$ cat src/rtl/wb_copy_master.sv
// wb_copy_master: Wishbone classic initiator copying 32-bit words src->dst.
// Define WB_COPY_TIMEOUT_EN to build the missing-ack timeout abort.
module wb_copy_master #(
  parameter int LEN_W   = 8,
  parameter int TIMEOUT = 255
) (
  input  logic             wb_clk_i,
  input  logic             wb_rst_i,
  input  logic             cmd_valid_i,
  output logic             cmd_ready_o,
  input  logic [31:0]      cmd_src_i,
  input  logic [31:0]      cmd_dst_i,
  input  logic [LEN_W-1:0] cmd_len_i,
  output logic             wbm_cyc_o,
  output logic             wbm_stb_o,
  output logic             wbm_we_o,
  output logic [3:0]       wbm_sel_o,
  output logic [31:0]      wbm_adr_o,
  output logic [31:0]      wbm_dat_o,
  input  logic [31:0]      wbm_dat_i,
  input  logic             wbm_ack_i,
  output logic             busy_o,
  output logic             done_o,
  output logic             err_o,
  output logic [LEN_W-1:0] words_o
);

  localparam logic [2:0] S_IDLE = 3'd0;
  localparam logic [2:0] S_RD   = 3'd1;
  localparam logic [2:0] S_RGAP = 3'd2;
  localparam logic [2:0] S_WR   = 3'd3;
  localparam logic [2:0] S_WGAP = 3'd4;
  localparam logic [2:0] S_DONE = 3'd5;

  logic [2:0]       state;
  logic [31:0]      src;
  logic [31:0]      dst;
  logic [31:0]      adr_q;
  logic [31:0]      data_q;
  logic [LEN_W-1:0] rem;
  logic [LEN_W-1:0] words_q;
  logic             err_q;
  logic             stb;
  logic             timeout_hit;
  logic             unused_ok;

  assign stb = (state == S_RD) || (state == S_WR);

  assign wbm_cyc_o   = stb;
  assign wbm_stb_o   = stb;
  assign wbm_we_o    = (state == S_WR);
  assign wbm_sel_o   = stb ? 4'hF : 4'h0;
  assign wbm_adr_o   = adr_q;
  assign wbm_dat_o   = data_q;
  assign cmd_ready_o = (state == S_IDLE);
  assign busy_o      = (state != S_IDLE);
  assign done_o      = (state == S_DONE);
  assign err_o       = (state == S_DONE) && err_q;
  assign words_o     = words_q;

  // low address bits are forced to zero, so they never reach the datapath
  assign unused_ok = ^{cmd_src_i[1:0], cmd_dst_i[1:0], (TIMEOUT > 0)};

`ifdef WB_COPY_TIMEOUT_EN
  localparam int TW = $clog2(TIMEOUT + 1);
  logic [TW-1:0] tcnt;

  // count stalled strobe cycles; any ack or idle bus clears it
  always_ff @(posedge wb_clk_i) begin
    if (wb_rst_i)
      tcnt <= '0;
    else if (stb && !wbm_ack_i)
      tcnt <= tcnt + TW'(1);
    else
      tcnt <= '0;
  end

  assign timeout_hit = stb && !wbm_ack_i &&
                       (tcnt == TW'(TIMEOUT - 1));
`else
  assign timeout_hit = 1'b0;
`endif

  // copy sequencer: one read, one write, a gap cycle after each
  always_ff @(posedge wb_clk_i) begin
    if (wb_rst_i) begin
      state   <= S_IDLE;
      src     <= '0;
      dst     <= '0;
      adr_q   <= '0;
      data_q  <= '0;
      rem     <= '0;
      words_q <= '0;
      err_q   <= 1'b0;
    end else begin
      case (state)
        S_IDLE: begin
          if (cmd_valid_i) begin
            src     <= {cmd_src_i[31:2], 2'b00};
            dst     <= {cmd_dst_i[31:2], 2'b00};
            adr_q   <= {cmd_src_i[31:2], 2'b00};
            rem     <= cmd_len_i;
            words_q <= '0;
            err_q   <= 1'b0;
            state   <= (cmd_len_i == '0) ? S_DONE : S_RD;
          end
        end
        S_RD: begin
          if (timeout_hit) begin
            err_q <= 1'b1;
            state <= S_DONE;
          end else if (wbm_ack_i) begin
            data_q <= wbm_dat_i;
            state  <= S_RGAP;
          end
        end
        S_RGAP: begin
          adr_q <= dst;
          state <= S_WR;
        end
        S_WR: begin
          if (timeout_hit) begin
            err_q <= 1'b1;
            state <= S_DONE;
          end else if (wbm_ack_i) begin
            state <= S_WGAP;
          end
        end
        S_WGAP: begin
          src     <= src + 32'd4;
          dst     <= dst + 32'd4;
          adr_q   <= src + 32'd4;
          rem     <= rem - LEN_W'(1);
          words_q <= words_q + LEN_W'(1);
          state   <= (rem == LEN_W'(1)) ? S_DONE : S_RD;
        end
        S_DONE: state <= S_IDLE;
        default: state <= S_IDLE;
      endcase
    end
  end

endmodule

$ cat config.mk
export PLATFORM = sky130hd
export DESIGN_NAME = wb_copy_master
export DESIGN_NICKNAME = d
export VERILOG_FILES = /design/src/rtl/wb_copy_master.sv
export SDC_FILE = /design/constraint.sdc
export NUM_CORES = 1
export LEC_CHECK = 0
export ABC_AREA = 1
export CAP_MARGIN = 20
export CORE_AREA = 2 2 171 89
export CTS_BUF_LIST = sky130_fd_sc_hd__clkbuf_4
export DETAILED_ROUTE_END_ITERATION = 12
export DIE_AREA = 0 0 173 91
export DONT_BUFFER_PORTS = 1
export PLACE_DENSITY_LB_ADDON = 0.08
export SKIP_LAST_GASP = 1
export SLEW_MARGIN = 0
export SYNTH_ARGS = -nofsm -noshare
export SYNTH_HDL_FRONTEND = slang
export SYNTH_SLANG_ARGS = --single-unit
$ cat constraint.sdc
create_clock -name wb_clk_i -period 2.1 [get_ports wb_clk_i]
set_input_delay 0.21 -clock wb_clk_i [delete_from_list [all_inputs] [get_ports wb_clk_i]]
set_output_delay 0.21 -clock wb_clk_i [all_outputs]
set_load 0.02 [all_outputs]
==> metrics list, run 1 <==
- The worst path in the final design needs a cycle of 1.93 ns, including I/O delays and setup.
* Max-slew violations: 0
- Aggregate global routing overflow: 0
- For this run, design rule violations remaining after detail routing come to 0.
* Number of fill cells in the layout: 1316
- CTS tree: done
* Number of antenna violations at the first check in global routing: 4
- H-Tree Depth: 4
* Slew margin rel.: between 50% and 60%
* Pin count of the biggest net entering global routing: 65
* Detailed Place HPWL: 18400 um
- After routing the design area is approximately 9400 sq um.
- Overall die area: 15700 sq um
- For this run, the number of Yosys warnings is 0.
- Once placement finished, the instance area stood at 7950 sq um.
* Setup violation total in the final timing report: 0
- Largest voltage drop on the vdd net: 404 uV
- The number of clock buffers added by TritonCTS is 17.
- When the netlist entered floorplanning its net count stood at 1324.
- STA classifies the critical path startpoint as a flip-flop.
* CTS Sinks: 142
- The later pin in the worst-skew pair is clocked with a latency of about 0.57 ns.
* Ranking of synthesized cells by area: dfxtp_1 (37%), nand2_1 (13%), nor2_1 (11%), a21oi_1 (9.1%), o21ai_0 (8.2%)
- Slew @ Worst Pin: 0.667 ns
- Area growth, synth to finish: 21.0%
- Worst EP arrival: about 1.7 ns
* Number of non-filler instances in the completed layout: between 1500 and 2000
* Via count: roughly 8600
- Total Routed Length: 26500 um
- The mapped netlist covers 7740 sq um.
- Data on the critical path is required at its endpoint by 1.89 ns.
- Vertical die dimension: 91 um
- Clock-pin slew was measured on the worst setup and hold paths at roughly 0.16 ns.
- Largest area contributor in the netlist: dfxtp_1
* Effective utilization at floorplan: between 50% and 60%
* Result of the run: finished, final reports clean
* Ratio of cells with drive above 1 in the final layout: 6.49%
* Synthesized instance count: 1211
- Port buffering added 0 buffers.
- First-iteration detailed-routing DRC count: approximately 950
- For this run, the post-layout net count is 1410.
- Setup repair after global routing could not meet its margin everywhere.
* Number of max-capacitance violations reported: 0
- Bufs on Longest Clock Path: 2
- In this run the horizontal extent of the chip is 173 um.
* Top fanout value on the critical path: 7
- Pre-CTS WS: 0.224 ns
* Total chip power: 7.79 mW
- The netlist uses 40 different library cells.
- Max frequency: 517 MHz
* Total I/O pin count: around 190
- Share of the synthesized area in the top cell type: 36.7%
- After synthesis the netlist holds a flip-flop and latch count of approximately 140.
- GRT Overall Usage: approximately 33%
* Number of vias per cell after detailed routing: 5.68
- The cell sitting at the root of the clock tree is a clkbuf_4.
- Of the available clock period, the critical path in the final layout requires 92.1%.
* Worst Hold Class: in2reg
* Kind of critical path: reg2out
- Number of global-route vias before repair: 7709
- Dividing the detail-routed wire length by the instance count gives approximately 18 um.
- Largest clock skew in the final design: 0.0217 ns
- # placed instances: ~1400
- Sort of element at the end of the critical path: output port
* Number of placement rows: 31
- Adding up every negative setup slack in the final design gives 0 ns.
* First-pass GRT wire length: ~42000 um
* Hold Vio Cnt, Final: 0
- Once detail routing completed, the nets flagged for antenna violations numbered 0.
- After floorplanning, the core was sized to cover between 10000 and 15000 sq um.
- Average footprint of a synthesized cell: about 6.4 sq um
* Static leakage power: 3.41 nW
- Sequential cells were found to cover between 30% and 40% of the synthesized design area.
- Routability-driven placement finished with a final weighted congestion of 1.01.
- Power spread over the standard cell area amounts to 832 nW/um^2.
- Crit path setup slack, layout: ~0.17 ns
- Before antenna repair, the detailed router went through 6 iterations.
worst max-delay path: stages, from the launching register on:
cell and delay, ns:
dfxtp_1 0.45, inv_2 0.13, nor3_1 0.58
cell usage in the layout (no fill, tap or decap), types with 4 or more instances in the layout:
| cell | count |
|---|---|
| a211oi_1 | 10 |
| a21oi_1 | 140 |
| a41oi_1 | 4 |
| buf_12 | 6 |
| buf_4 | 25 |
| clkbuf_4 | 17 |
| dfxtp_1 | 142 |
| dlygate4sd3_1 | 103 |
| ha_1 | 5 |
| inv_1 | 69 |
| inv_2 | 7 |
| inv_6 | 4 |
| inv_8 | 5 |
| nand2_1 | 259 |
| nand3_1 | 76 |
| nand3b_1 | 5 |
| nand4_1 | 8 |
| nor2_1 | 222 |
| nor2_2 | 4 |
| nor3_1 | 9 |
| o211ai_1 | 8 |
| o21ai_0 | 127 |
| o21bai_1 | 4 |
| xnor2_1 | 7 |
| xor2_1 | 8 |
metal layers:
| layer | part of all wire [%] | GRT usage (%) | wire length (um) | vias to the layer above |
|---|---|---|---|---|
| met1 | 48 | 50.6 | 12700 | 3907 |
| met2 | 39 | 46.5 | 10300 | 467 |
| li1 | - | - | - | 4185 |
| met5 | 0 | 0 | 0 | - |
| met3 | 12 | 9.97 | 3250 | 22 |
| met4 | 0.93 | 5.93 | 247 | 0 |
area by class of cell:
type / instances / area [sq um] / area share, %
clock inverter: 15 / 214 / 2.28
multi-input combinational: 924 / 4280 / 45.7
antenna: 3 / 7.51 / 0.0802
inverter: 77 / 293 / 3.13
tap: 198 / 248 / 2.65
clock buffer: 17 / 128 / 1.36
sequential: 142 / 2840 / 30.4
timing repair buffer: 135 / 1350 / 14.4
Yosys cell counts, drive strengths merged:
cell type,count
a221oi,1
nand4,8
nand3,77
o211ai,8
o21bai,4
a21o,1
nor4,2
and2,1
xnor2,7
buf,37
a21oi,141
or2,3
nor3,9
a31oi,3
a31o,1
conb,1
o21ai,129
xor2,8
ha,5
a22oi,3
o21a,1
nand3b,5
o31ai,2
nand2,261
o2111a,1
dfxtp,142
a41oi,4
a211oi,10
nor2,227
inv,77
clkbuf,31
o22ai,1
flip-flops by register name, summed over array words and instances (netlist names):
name / flops
wbm_dat_o: 32
wbm_adr_o: 31
dst: 30
src: 30
rem: 8
words_o: 8
state: 3
cell families after synthesis:
kind of cell,after synthesis,synth area share [%]
and+or+nand+nor,593,31.1
AOI/OAI and AO/OA,310,21.6
buffers and inverters,145,8.07
DFF,142,36.7
xor gates and xnor gates,15,1.70
adders and majority gates,5,0.808
other,1,0.0484
through the flow:
stage / utilization, % / hold WS [ns]
3_5_place_dp: 56.0 / 0.287
2_1_floorplan: - / 0.311
3_3_place_gp: 56.0 / 0.285
5_1_grt: 66.0 / 0.00641
6_report: 66.0 / 0.0365
4_1_cts: 65.8 / 0.00427
path summary, 6_finish.rpt:
check	startpoint	end	slack (ns)	depth (start not counted)
max	state[2]	done_o	0.17	2
min	wb_rst_i	src[8]	0.04	4
max reg2reg	dst[2]	dst[31]	0.19	9
min reg2reg	dst[31]	dst[31]	0.50	2
repair_timing:
item,CTS,global route
resized for setup,0,3
setup buffers,0,0
setup endpoints to repair,0,43
hold buffers,104,0
hold endpoints to repair,139,0
where the power goes:
group / total (mW) / internal, mW / switching, mW
Sequential: 3.77 / 3.10 / 0.671
Clock: 2.14 / 0.892 / 1.25
Combinational: 1.88 / 0.707 / 1.17
Total: 7.79 / 4.70 / 3.09
(Power assumes the default switching activity.)
==> run 2: changes to the inputs <==
- CORE_AREA: 2 2 171 89 -> 2 2 158 83
- DIE_AREA: 0 0 173 91 -> 0 0 160 85
==> metrics list, run 2 (same netlist as run 1, synthesis figures left out) <==
- The combinational power share came to 25.7% (was 24.1%).
- Number of max-capacitance violations reported: 0 (unchanged)
* First-pass GRT wire length: 41200 um (was 42000 um)
- The residual DRC count is 0 (unchanged).
- The average wire per standard cell came to 17.9 um (was 17.5 um).
* Post-CTS Setup Inserts: 0 (unchanged)
* Clock-pin slew on the worst setup and hold paths: 0.15 ns (was 0.16 ns)
- Cell count of the worst reg-to-reg path: 8 (was 9)
- Die X: 160 um (was 173 um)
* Met2 layer usage reported by global route: 54.2% (was 46.5%)
- The kind of critical path is reg2reg (was reg2out).
- The total power consumption of the routed design was 7.49 mW (was 7.79 mW).
- The share of the cycle needed by the critical path after routing was 95.9% (was 92.1%).
- The met1 track demand over resource is 55.3% (was 50.6%).
* Number of antenna violations at the first check in global routing: 0 (was 4)
* Pre-CTS WS: 0.227 ns (was 0.224 ns)
- Port bufs: 0 (unchanged)
- Required time at the endpoint of the critical path: 2.56 ns (was 1.89 ns)
* Detailed Place HPWL: 17800 um (was 18400 um)
- CTS tree: done (unchanged)
- Top fanout value on the critical path: 10 (was 7)
* Overall die area: 13600 sq um (was 15700 sq um)
- First-iteration detailed-routing DRC count: 1376 (was 951)
- The final-layout setup total negative slack was 0 ns (unchanged).
* Max frequency: 497 MHz (was 517 MHz)
- R2R Setup Slk: 0.09 ns (was 0.19 ns)
* Area growth, synth to finish: 19.5% (was 21.0%)
- Power per standard cell area: 809 nW/um^2 (was 832 nW/um^2)
- The leading cell type in the layout, fill and taps excluded is nand2_1 (unchanged).
* Number of global-route vias before repair: 7873 (was 7709)
- The core area came to 12300 sq um (was 14200 sq um).
* Number of vias per cell after detailed routing: 5.96 (was 5.68)
- Result of the run: finished, final reports clean (unchanged).
- The number of buffers on the longest clock path came to 2 (unchanged).
- The clock network power share came to 24.1% (was 27.5%).
* GRT Overall Usage: 38.4% (was 33.5%)
- The count of TritonRoute iterations in the first routing pass came to 6 (unchanged).
* Number of antenna-violating nets in the routed design: 0 (unchanged)
* Routability congestion estimate from global placement: 0.996 (was 1.01)
* Capturing point of the worst reg2reg path: state[0] (was dst[31])
* Busiest metal layer after global routing: met1 (unchanged)
- The share of post-route cells with drive strength above 1 is 6.34% (was 6.49%).
- Met3 routing resource usage after global routing: 13.1% (was 9.97%)
- Crit path setup slack, layout: 0.0868 ns (was 0.165 ns)
- Number of placement rows: 29 (was 31)
* Total I/O pin count: 191 (unchanged)
- The root buffer selected by CTS was clkbuf_4 (unchanged).
* End point of the most critical hold path: state[2] (was src[8])
- The largest net degree at the start of global routing was 85 (was 65).
- Portion of total power attributed to sequential cells: 50.2% (was 48.4%)
- Via count: 8820 (was 8581)
- Max-slew violations: 0 (unchanged)
- The deepest level of the CTS H-tree is 4 (unchanged).
- Internal power contribution: 4.44 mW (was 4.70 mW)
* Sort of element at the end of the critical path: flip-flop (was output port)
* NumNets Final: 1409 (was 1410)
* Number of flip-flops under the largest register name: 32 (unchanged)
- The startpoint of the worst register-to-register path was state[1] (was dst[2]).
* Commonest cells after routing, fill and taps aside: nand2_1 (259), nor2_1 (221), dfxtp_1 (141) (was nand2_1 (259), nor2_1 (222), dfxtp_1 (142))
- Antenna diodes: 0 (was 3)
* Switching power: 3.04 mW (was 3.09 mW)
- The clock latency on the worst-skew pair was 0.56 ns (was 0.57 ns).
- Slew @ Worst Pin: 0.688 ns (was 0.667 ns)
- The worst-case headroom to the max-slew limit is 53.8% (was 55.2%).
- Switching part of the total power: 40.6% (was 39.7%)
- Hold path cells: 5 (was 4)
- Startpoint of the lowest-slack hold path: wbm_ack_i (was wb_rst_i)
- The element type at the critical path start is a flip-flop (unchanged).
* Setup repair after global routing missed its margin: no (was yes)
* Final critical-path required period: 2.01 ns (was 1.93 ns)
* Worst EP arrival: 2.48 ns (was 1.72 ns)
- The global-route congestion overflow total came to 0 (unchanged).
* Vertical die dimension: 85 um (was 91 um)
- The initial standard-cell utilization of the core was 63.1% (was 54.5%).
- CTS Sinks: 142 (unchanged)
- Static leakage power: 3.37 nW (was 3.41 nW)
* Setup violation total in the final timing report: 0 (unchanged)
- Worst Hold Class: in2reg (unchanged)
* Largest clock skew in the final design: 0.0210 ns (was 0.0217 ns)
- Hold Vio Cnt, Final: 0 (unchanged)
- Inserted Clock Buffers: 17 (unchanged)
* Largest voltage drop on the vdd net: 607 uV (was 404 uV)
* Total Routed Length: 26500 um (about the same)
run 2: changes by cell type in the layout (fill, tap and decap cells not counted), sizes merged:
| cell | previous run | this run |
|---|---|---|
| buf | 32 | 31 |
| bufinv | 3 | 1 |
| clkinv | 2 | 4 |
| diode | 3 | 0 |
run 2: routing by layer:
| metal | wire length (um) | share of wire, % |
|---|---|---|
| met5 | 0 | 0 |
| met4 | 532 | 2.0 |
| met3 | 3930 | 15 |
| met1 | 11500 | 43 |
| met2 | 10500 | 40 |
run 2: stage by stage:
step | cell area (sq um) | std cells | hold WS (ns) | utilization (%)
finish | 9250 | 1479 | 0.0758 | 75.4
global placement | 7910 | 1343 | 0.286 | 64.5
detailed placement | 7910 | 1343 | 0.287 | 64.5
global route | 9250 | 1479 | 0.0927 | 75.4
CTS | 9240 | 1479 | 0.0126 | 75.3
floorplan | 7740 | 1211 | 0.311 | -
run 2: layout make-up:
| cell class | instances | area (sq um) |
|---|---|---|
| Clock inverter | 15 | 150 |
| Sequential cell | 142 | 2840 |
| Clock buffer | 17 | 128 |
| Multi-Input combinational cell | 924 | 4280 |
| Timing Repair Buffer | 134 | 1340 |
| Inverter | 77 | 292 |
| Fill cell | 1024 | 3020 |
| Tap cell | 170 | 213 |
run 2: worst max-delay path by stage:
| stage | startpoint | end | cells past startpoint |
|---|---|---|---|
| CTS | state[2] | done_o | 2 |
| global route | src[2] | wbm_adr_o[18] | 8 |
| floorplan | state[2] | wbm_dat_o[24] | 8 |
| detailed placement | state[2] | wbm_adr_o[9] | 9 |
| global placement | state[2] | wbm_adr_o[19] | 9 |
| finish | state[1] | state[0] | 8 |
run 2: critical path: stages, from the launching register on:
cell and delay (ns):
dfxtp_1 0.38, nor2_2 0.19, nand2_2 0.09, inv_2 0.13
nand2_1 0.10, nand2_1 0.15, buf_6 0.19, a21oi_1 0.10
dlygate4sd3_1 0.59
run 2: power by group through the flow:
stage	logic [mW]	clock network (mW)	registers, mW
global route	2.12	1.93	3.80
finish	1.93	1.80	3.76
floorplan	1.28	0	3.68
CTS	1.83	1.81	3.74
global placement	1.59	0	3.80
detailed placement	1.63	0	3.80
run 2: repair_timing:
| action | in CTS | in global routing |
|---|---|---|
| hold buffers | 104 | 0 |
| endpoints found under the hold margin | 141 | 0 |
| resized for setup | 0 | 5 |
| endpoints found under the setup margin | 0 | 18 |
